## src/rtl/tqv_bus_pkg.sv

```systemverilog
`default_nettype none
// ============================================================================
//  Module      : tqv_bus_pkg
//  Description : Size codes, initiator FSM states and read-data masking for
//                the TinyQV peripheral data bus.
//  Revision    : 1.0  initial release
// ============================================================================
package tqv_bus_pkg;

    localparam logic [1:0] SZ_8    = 2'b00;
    localparam logic [1:0] SZ_16   = 2'b01;
    localparam logic [1:0] SZ_32   = 2'b10;
    localparam logic [1:0] SZ_NONE = 2'b11;

    typedef enum logic [1:0] {
        ST_IDLE = 2'd0,
        ST_REQ  = 2'd1,
        ST_RSP  = 2'd2
    } state_t;

    // Zero-extend the responder's data to the width of the access.
    function automatic logic [31:0] mask_by_size(input logic [31:0] data,
                                                 input logic [1:0]  size);
        logic [31:0] result;
        case (size)
            SZ_8:    result = {24'b0, data[7:0]};
            SZ_16:   result = {16'b0, data[15:0]};
            default: result = data;
        endcase
        return result;
    endfunction

endpackage
`default_nettype wire

```

## src/rtl/tqv_timeout_counter.sv

```systemverilog
`default_nettype none
// ============================================================================
//  Module      : tqv_timeout_counter
//  Description : Counts stalled request cycles; flags the cycle whose
//                increment would reach TIMEOUT_CYCLES.
//  Revision    : 1.0  initial release
// ============================================================================
module tqv_timeout_counter #(
    parameter int TIMEOUT_CYCLES = 255,
    parameter int CNT_W          = 8
) (
    input  logic clk,
    input  logic rst,
    input  logic clear,
    input  logic enable,
    output logic expired
);

    localparam logic [CNT_W-1:0] c_last = CNT_W'(TIMEOUT_CYCLES - 1);

    logic [CNT_W-1:0] r_count;

    always_ff @(posedge clk or posedge rst) begin
        if (rst) begin
            r_count <= '0;
        end else if (clear) begin
            r_count <= '0;
        end else if (enable) begin
            r_count <= r_count + 1'b1;
        end
    end

    assign expired = enable && (r_count == c_last);

endmodule
`default_nettype wire

```

## src/rtl/tqv_periph_initiator.sv

```systemverilog
`default_nettype none
// ============================================================================
//  Module      : tqv_periph_initiator
//  Description : Single-outstanding command/response initiator driving the
//                TinyQV peripheral data bus, with request timeout.
//  Revision    : 1.0  initial release
// ============================================================================
module tqv_periph_initiator
    import tqv_bus_pkg::*;
#(
    parameter int TIMEOUT_CYCLES = 255,
    parameter int CNT_W          = 8
) (
    input  logic        clk,
    input  logic        rst,
    input  logic        cmd_valid,
    output logic        cmd_ready,
    input  logic        cmd_write,
    input  logic [1:0]  cmd_size,
    input  logic [5:0]  cmd_addr,
    input  logic [31:0] cmd_wdata,
    output logic        rsp_valid,
    input  logic        rsp_ready,
    output logic [31:0] rsp_rdata,
    output logic        rsp_err,
    output logic [5:0]  address,
    output logic [31:0] data_in,
    output logic [1:0]  data_write_n,
    output logic [1:0]  data_read_n,
    input  logic [31:0] data_out,
    input  logic        data_ready
);

    state_t      r_state,     w_state;
    logic        r_cmd_ready, w_cmd_ready;
    logic        r_rsp_valid, w_rsp_valid;
    logic [31:0] r_rsp_rdata, w_rsp_rdata;
    logic        r_rsp_err,   w_rsp_err;
    logic [5:0]  r_address,   w_address;
    logic [31:0] r_data_in,   w_data_in;
    logic [1:0]  r_write_n,   w_write_n;
    logic [1:0]  r_read_n,    w_read_n;
    logic        w_cnt_clear, w_cnt_enable, w_expired;

    tqv_timeout_counter #(
        .TIMEOUT_CYCLES (TIMEOUT_CYCLES),
        .CNT_W          (CNT_W)
    ) u_timeout (
        .clk     (clk),
        .rst     (rst),
        .clear   (w_cnt_clear),
        .enable  (w_cnt_enable),
        .expired (w_expired)
    );

    always_ff @(posedge clk or posedge rst) begin
        if (rst) begin
            r_state     <= ST_IDLE;
            r_cmd_ready <= 1'b1;
            r_rsp_valid <= 1'b0;
            r_rsp_rdata <= '0;
            r_rsp_err   <= 1'b0;
            r_address   <= '0;
            r_data_in   <= '0;
            r_write_n   <= SZ_NONE;
            r_read_n    <= SZ_NONE;
        end else begin
            r_state     <= w_state;
            r_cmd_ready <= w_cmd_ready;
            r_rsp_valid <= w_rsp_valid;
            r_rsp_rdata <= w_rsp_rdata;
            r_rsp_err   <= w_rsp_err;
            r_address   <= w_address;
            r_data_in   <= w_data_in;
            r_write_n   <= w_write_n;
            r_read_n    <= w_read_n;
        end
    end

    always_comb begin
        w_state      = r_state;
        w_cmd_ready  = r_cmd_ready;
        w_rsp_valid  = r_rsp_valid;
        w_rsp_rdata  = r_rsp_rdata;
        w_rsp_err    = r_rsp_err;
        w_address    = r_address;
        w_data_in    = r_data_in;
        w_write_n    = r_write_n;
        w_read_n     = r_read_n;
        w_cnt_clear  = 1'b0;
        w_cnt_enable = 1'b0;

        case (r_state)
            ST_IDLE: begin
                if (cmd_valid) begin
                    w_cmd_ready = 1'b0;
                    if (cmd_size != SZ_NONE) begin
                        w_address   = cmd_addr;
                        w_data_in   = cmd_write ? cmd_wdata : 32'h0;
                        w_write_n   = cmd_write ? cmd_size : SZ_NONE;
                        w_read_n    = cmd_write ? SZ_NONE : cmd_size;
                        w_cnt_clear = 1'b1;
                        w_state     = ST_REQ;
                    end else begin
                        w_rsp_valid = 1'b1;
                        w_rsp_err   = 1'b1;
                        w_rsp_rdata = '0;
                        w_state     = ST_RSP;
                    end
                end
            end
            ST_REQ: begin
                // A completion on the expiry edge takes priority over timeout.
                if (data_ready) begin
                    w_rsp_rdata = (r_read_n != SZ_NONE) ? mask_by_size(data_out, r_read_n) : 32'h0;
                    w_rsp_err   = 1'b0;
                    w_rsp_valid = 1'b1;
                    w_write_n   = SZ_NONE;
                    w_read_n    = SZ_NONE;
                    w_state     = ST_RSP;
                end else begin
                    w_cnt_enable = 1'b1;
                    if (w_expired) begin
                        w_rsp_rdata = '0;
                        w_rsp_err   = 1'b1;
                        w_rsp_valid = 1'b1;
                        w_write_n   = SZ_NONE;
                        w_read_n    = SZ_NONE;
                        w_state     = ST_RSP;
                    end
                end
            end
            ST_RSP: begin
                if (rsp_ready) begin
                    w_rsp_valid = 1'b0;
                    w_cmd_ready = 1'b1;
                    w_state     = ST_IDLE;
                end
            end
            default: begin
                w_state     = ST_IDLE;
                w_cmd_ready = 1'b1;
                w_rsp_valid = 1'b0;
                w_write_n   = SZ_NONE;
                w_read_n    = SZ_NONE;
            end
        endcase
    end

    assign cmd_ready    = r_cmd_ready;
    assign rsp_valid    = r_rsp_valid;
    assign rsp_rdata    = r_rsp_rdata;
    assign rsp_err      = r_rsp_err;
    assign address      = r_address;
    assign data_in      = r_data_in;
    assign data_write_n = r_write_n;
    assign data_read_n  = r_read_n;

endmodule
`default_nettype wire

```

## config.mk

```make
export PLATFORM = sky130hd
export DESIGN_NAME = tqv_periph_initiator
export DESIGN_NICKNAME = d
export VERILOG_FILES = /design/src/rtl/tqv_bus_pkg.sv /design/src/rtl/tqv_timeout_counter.sv /design/src/rtl/tqv_periph_initiator.sv
export SDC_FILE = /design/constraint.sdc
export NUM_CORES = 1
export LEC_CHECK = 0
export ABC_AREA = 0
export BUFFER_PORTS_ARGS = -buffer_cell sky130_fd_sc_hd__buf_2
export CORE_MARGIN = 4
export CORE_UTILIZATION = 49
export DETAILED_ROUTE_END_ITERATION = 7
export PLACE_DENSITY = 0.92
export SYNTH_ARGS = -nofsm -noshare
export SYNTH_HDL_FRONTEND = slang
export SYNTH_SLANG_ARGS = --single-unit
```

## constraint.sdc

```tcl
create_clock -name clk -period 3.5 [get_ports clk]
set_input_delay 0.35 -clock clk [delete_from_list [all_inputs] [get_ports clk]]
set_output_delay 0.35 -clock clk [all_outputs]
set_load 0.005 [all_outputs]
```

==> flow_summary.ini <==
[clock_tree]
clock_latency_ps = 340
cts_buffers = 9
post_cts_buffers = 0
clockRootBuffer = clkbuf_8
clockBufferDepth = 2
clock-sinks = 87
htree_levels = 3
clk_pin_slew_ps = 80
cts_tree = done
cts_hold_buffers = 0
cts-resized-gates = 0

[global_routing]
grt_pass1_vias = 3722
grt_pass1_wl_um = 17900
grtUsageTotal = 0.221
overflow = 0
grt_max_degree = 56
antenna_found_initial = 0

[pwr]
internal_power_uw = 2520
p_clk_frac = 0.205
power.total_uw = 3840
p_leak_uw = 0.00306
power_density_mw_per_mm2 = 755
p_switching_uw = 1330
ir_drop_v = 0.000426
switching_share = 0.345
pwr-share-seq = 0.448
combPwrFrac = 0.347

[detailed_routing]
antenna_left = 0
routedWlPerCell_um = 16.6
drt_iter0_drc = 114
routed_via_density = 5.67
dr.pass1.iters = 4
wl_um = 10700
drc_errors = 0
vias = 3651

[layout]
area_growth_pct = 24.9
nets = 617
fillers = 626
layout-drive-gt1-share = 0.360
design_area_mm2 = 0.00509
diodes = 0

[critical_path]
crit_fanout = 38
slowest_stage = nand2b_1
endpoint_kind = flip-flop
path_depth = 3
crit_path_max_incr_delay_ps = 750
crit_chain = nand2b_1 > or4_1 > a21oi_1
critPathArrivalTime_ps = 2520
cp-start-kind = flip-flop
rr_worst_depth = 3
path_class = reg2reg
worstPathRequired_ps = 3770
cpLargestDelayFamily = simple AND/OR/NAND/NOR gates
path_buf_inv = 0

[timing]
fin_setup_tns_ps = 0
slew_headroom = 0.259
skew_ps = 5.90
worstMarginPinSlew_ps = 1110
setup_viol = 0
fin_ws_ps = 1250
rsz0062_at_grt = false
fin_crit_sh = 0.642
fmax_ghz = 0.445
finalHoldViolCount = 0
finalMaxSlewViolations = 0
post-route-min-period_ps = 2250
finalHoldWorstSlack_ps = 184

[place]
numPortBuffers = 154
dp_hpwl_um = 7530
gp_congestion = 0.766
pre_cts_ws_ps = 1250
placed_cell_area_mm2 = 0.00486

[synthesis]
synth_top_family_by_area = simple AND/OR/NAND/NOR gates
synth_fa_ha_area_frac = 0.00614
async_reset_ff_frac = 1.00
synth_warnings = 0
synth_ff_type = dfrtp_1
synth_mux_area_frac = 0.0190
syn_area_per_cell_um2 = 10.2
ys_seq_elements = 87
ys_types = 47
synth_edf_count = 0
mappedNetlistArea_mm2 = 0.00407
synth-xor-area-share = 0.00645
ys_seq_area_frac = 0.536
synth_compound_area_frac = 0.186
syn-instance-count = 400
synthSimpleGateAreaFrac = 0.199
syn_nets = 480

[floorplanning]
core_area_mm2 = 0.00789
dieWidth_um = 99.2
pin_count = 155
fp-row-count = 32
die_h_um = 99.2
initial_core_util = 0.516
dieArea_mm2 = 0.00983

[status]
status = complete, no violations

[flow_run]
maxCapViolCount = 0

[worst_hold_path]
hp-class = in2async
[placed cells by master (no fill, tap or decap), drive strengths merged, types with 6 or more instances in the layout]
master / count
nand2: 37
and3: 64
nor2: 13
a211o: 32
mux2: 6
inv: 7
o21ai: 70
dfrtp: 82
clkbuf: 11
buf: 160
[synthesized netlist by cell type (2+ instances only)]
| library cell | count | area, um2 |
|---|---|---|
| nand2b_1 | 3 | 18.8 |
| dfrtp_1 | 82 | 2050 |
| nand4b_1 | 2 | 17.5 |
| buf_6 | 2 | 22.5 |
| a221oi_1 | 3 | 26.3 |
| o21ai_0 | 40 | 200 |
| a221oi_2 | 2 | 30.0 |
| xor2_1 | 2 | 17.5 |
| ha_1 | 2 | 25.0 |
| and3_1 | 64 | 400 |
| or3_1 | 3 | 18.8 |
| buf_2 | 10 | 50.1 |
| nor2_1 | 12 | 45.0 |
| nor3_1 | 2 | 10.0 |
| dfstp_2 | 5 | 131 |
| o31ai_1 | 2 | 15.0 |
| a21oi_1 | 5 | 25.0 |
| clkbuf_1 | 20 | 75.1 |
| inv_1 | 8 | 30.0 |
| nor2b_1 | 2 | 12.5 |
| o21ai_1 | 30 | 150 |
| mux2_2 | 6 | 67.6 |
| a211o_1 | 32 | 280 |
| nor3b_1 | 2 | 15.0 |
| nand2_1 | 37 | 139 |
[logic make-up (layout without fill, tap and decap cells)]
kind of cell,Yosys count,after routing
compound gates,118,118
xor+xnor,3,3
fa+ha+maj,2,2
buf+inv,42,184
flops,87,87
mux,7,7
simple gates,141,141
[power by group through the flow]
stage / combinational (uW) / clock, uW / sequential (uW)
2_1_floorplan: 743 / 0 / 1710
3_3_place_gp: 1300 / 0 / 1710
3_5_place_dp: 1360 / 0 / 1740
4_1_cts: 1360 / 812 / 1720
5_1_grt: 1500 / 858 / 1780
6_report: 1340 / 786 / 1720
[metal layers]
metal,GRT usage,up-vias,wire [um]
met1,0.282,1752,4400
li1,-,1712,-
met5,0,-,0
met4,0.0756,0,157
met2,0.362,174,5050
met3,0.0659,13,1110
[registers in the layout, indices dropped and copies added (netlist names)]
| signal | flops |
|---|---|
| u_timeout.r_count | 8 |
| rsp_err | 1 |
| r_state | 2 |
| address | 6 |
| rsp_valid | 1 |
| rsp_rdata | 32 |
| data_read_n | 2 |
| data_write_n | 2 |
| data_in | 32 |
| cmd_ready | 1 |
[cell type report]
type                    count  area (um2)  share of cell area
clock buffers              11         151              0.0298
clock inverters             5        80.1              0.0157
inverters                   8        31.3             0.00615
multi-input cells         271        1700               0.334
flip-flops and latches     87        2180               0.429
well taps                 102         128              0.0251
repair buffers            160         816               0.160
[final timing paths]
| check | start | to | slack (ps) |
|---|---|---|---|
| min in group clk | cmd_wdata[9] | data_in[9] | 230 |
| worst max register to register | r_state[1] | u_timeout.r_count[5] | 1250 |
| worst max-delay path | r_state[1] | u_timeout.r_count[5] | 1250 |
| max in group asynchronous | rst | data_read_n[1] | 2490 |
| worst min register to register | data_write_n[1] | data_write_n[1] | 500 |
| worst min-delay path | rst | rsp_rdata[3] | 180 |
[stage by stage]
| step | instances | utilization |
|---|---|---|
| global placement | 628 | 0.616 |
| global route | 644 | 0.645 |
| finish | 644 | 0.645 |
| CTS | 644 | 0.645 |
| floorplan | 400 | - |
| detailed placement | 628 | 0.616 |
No activity file was read; power rests on OpenSTA's default activity.
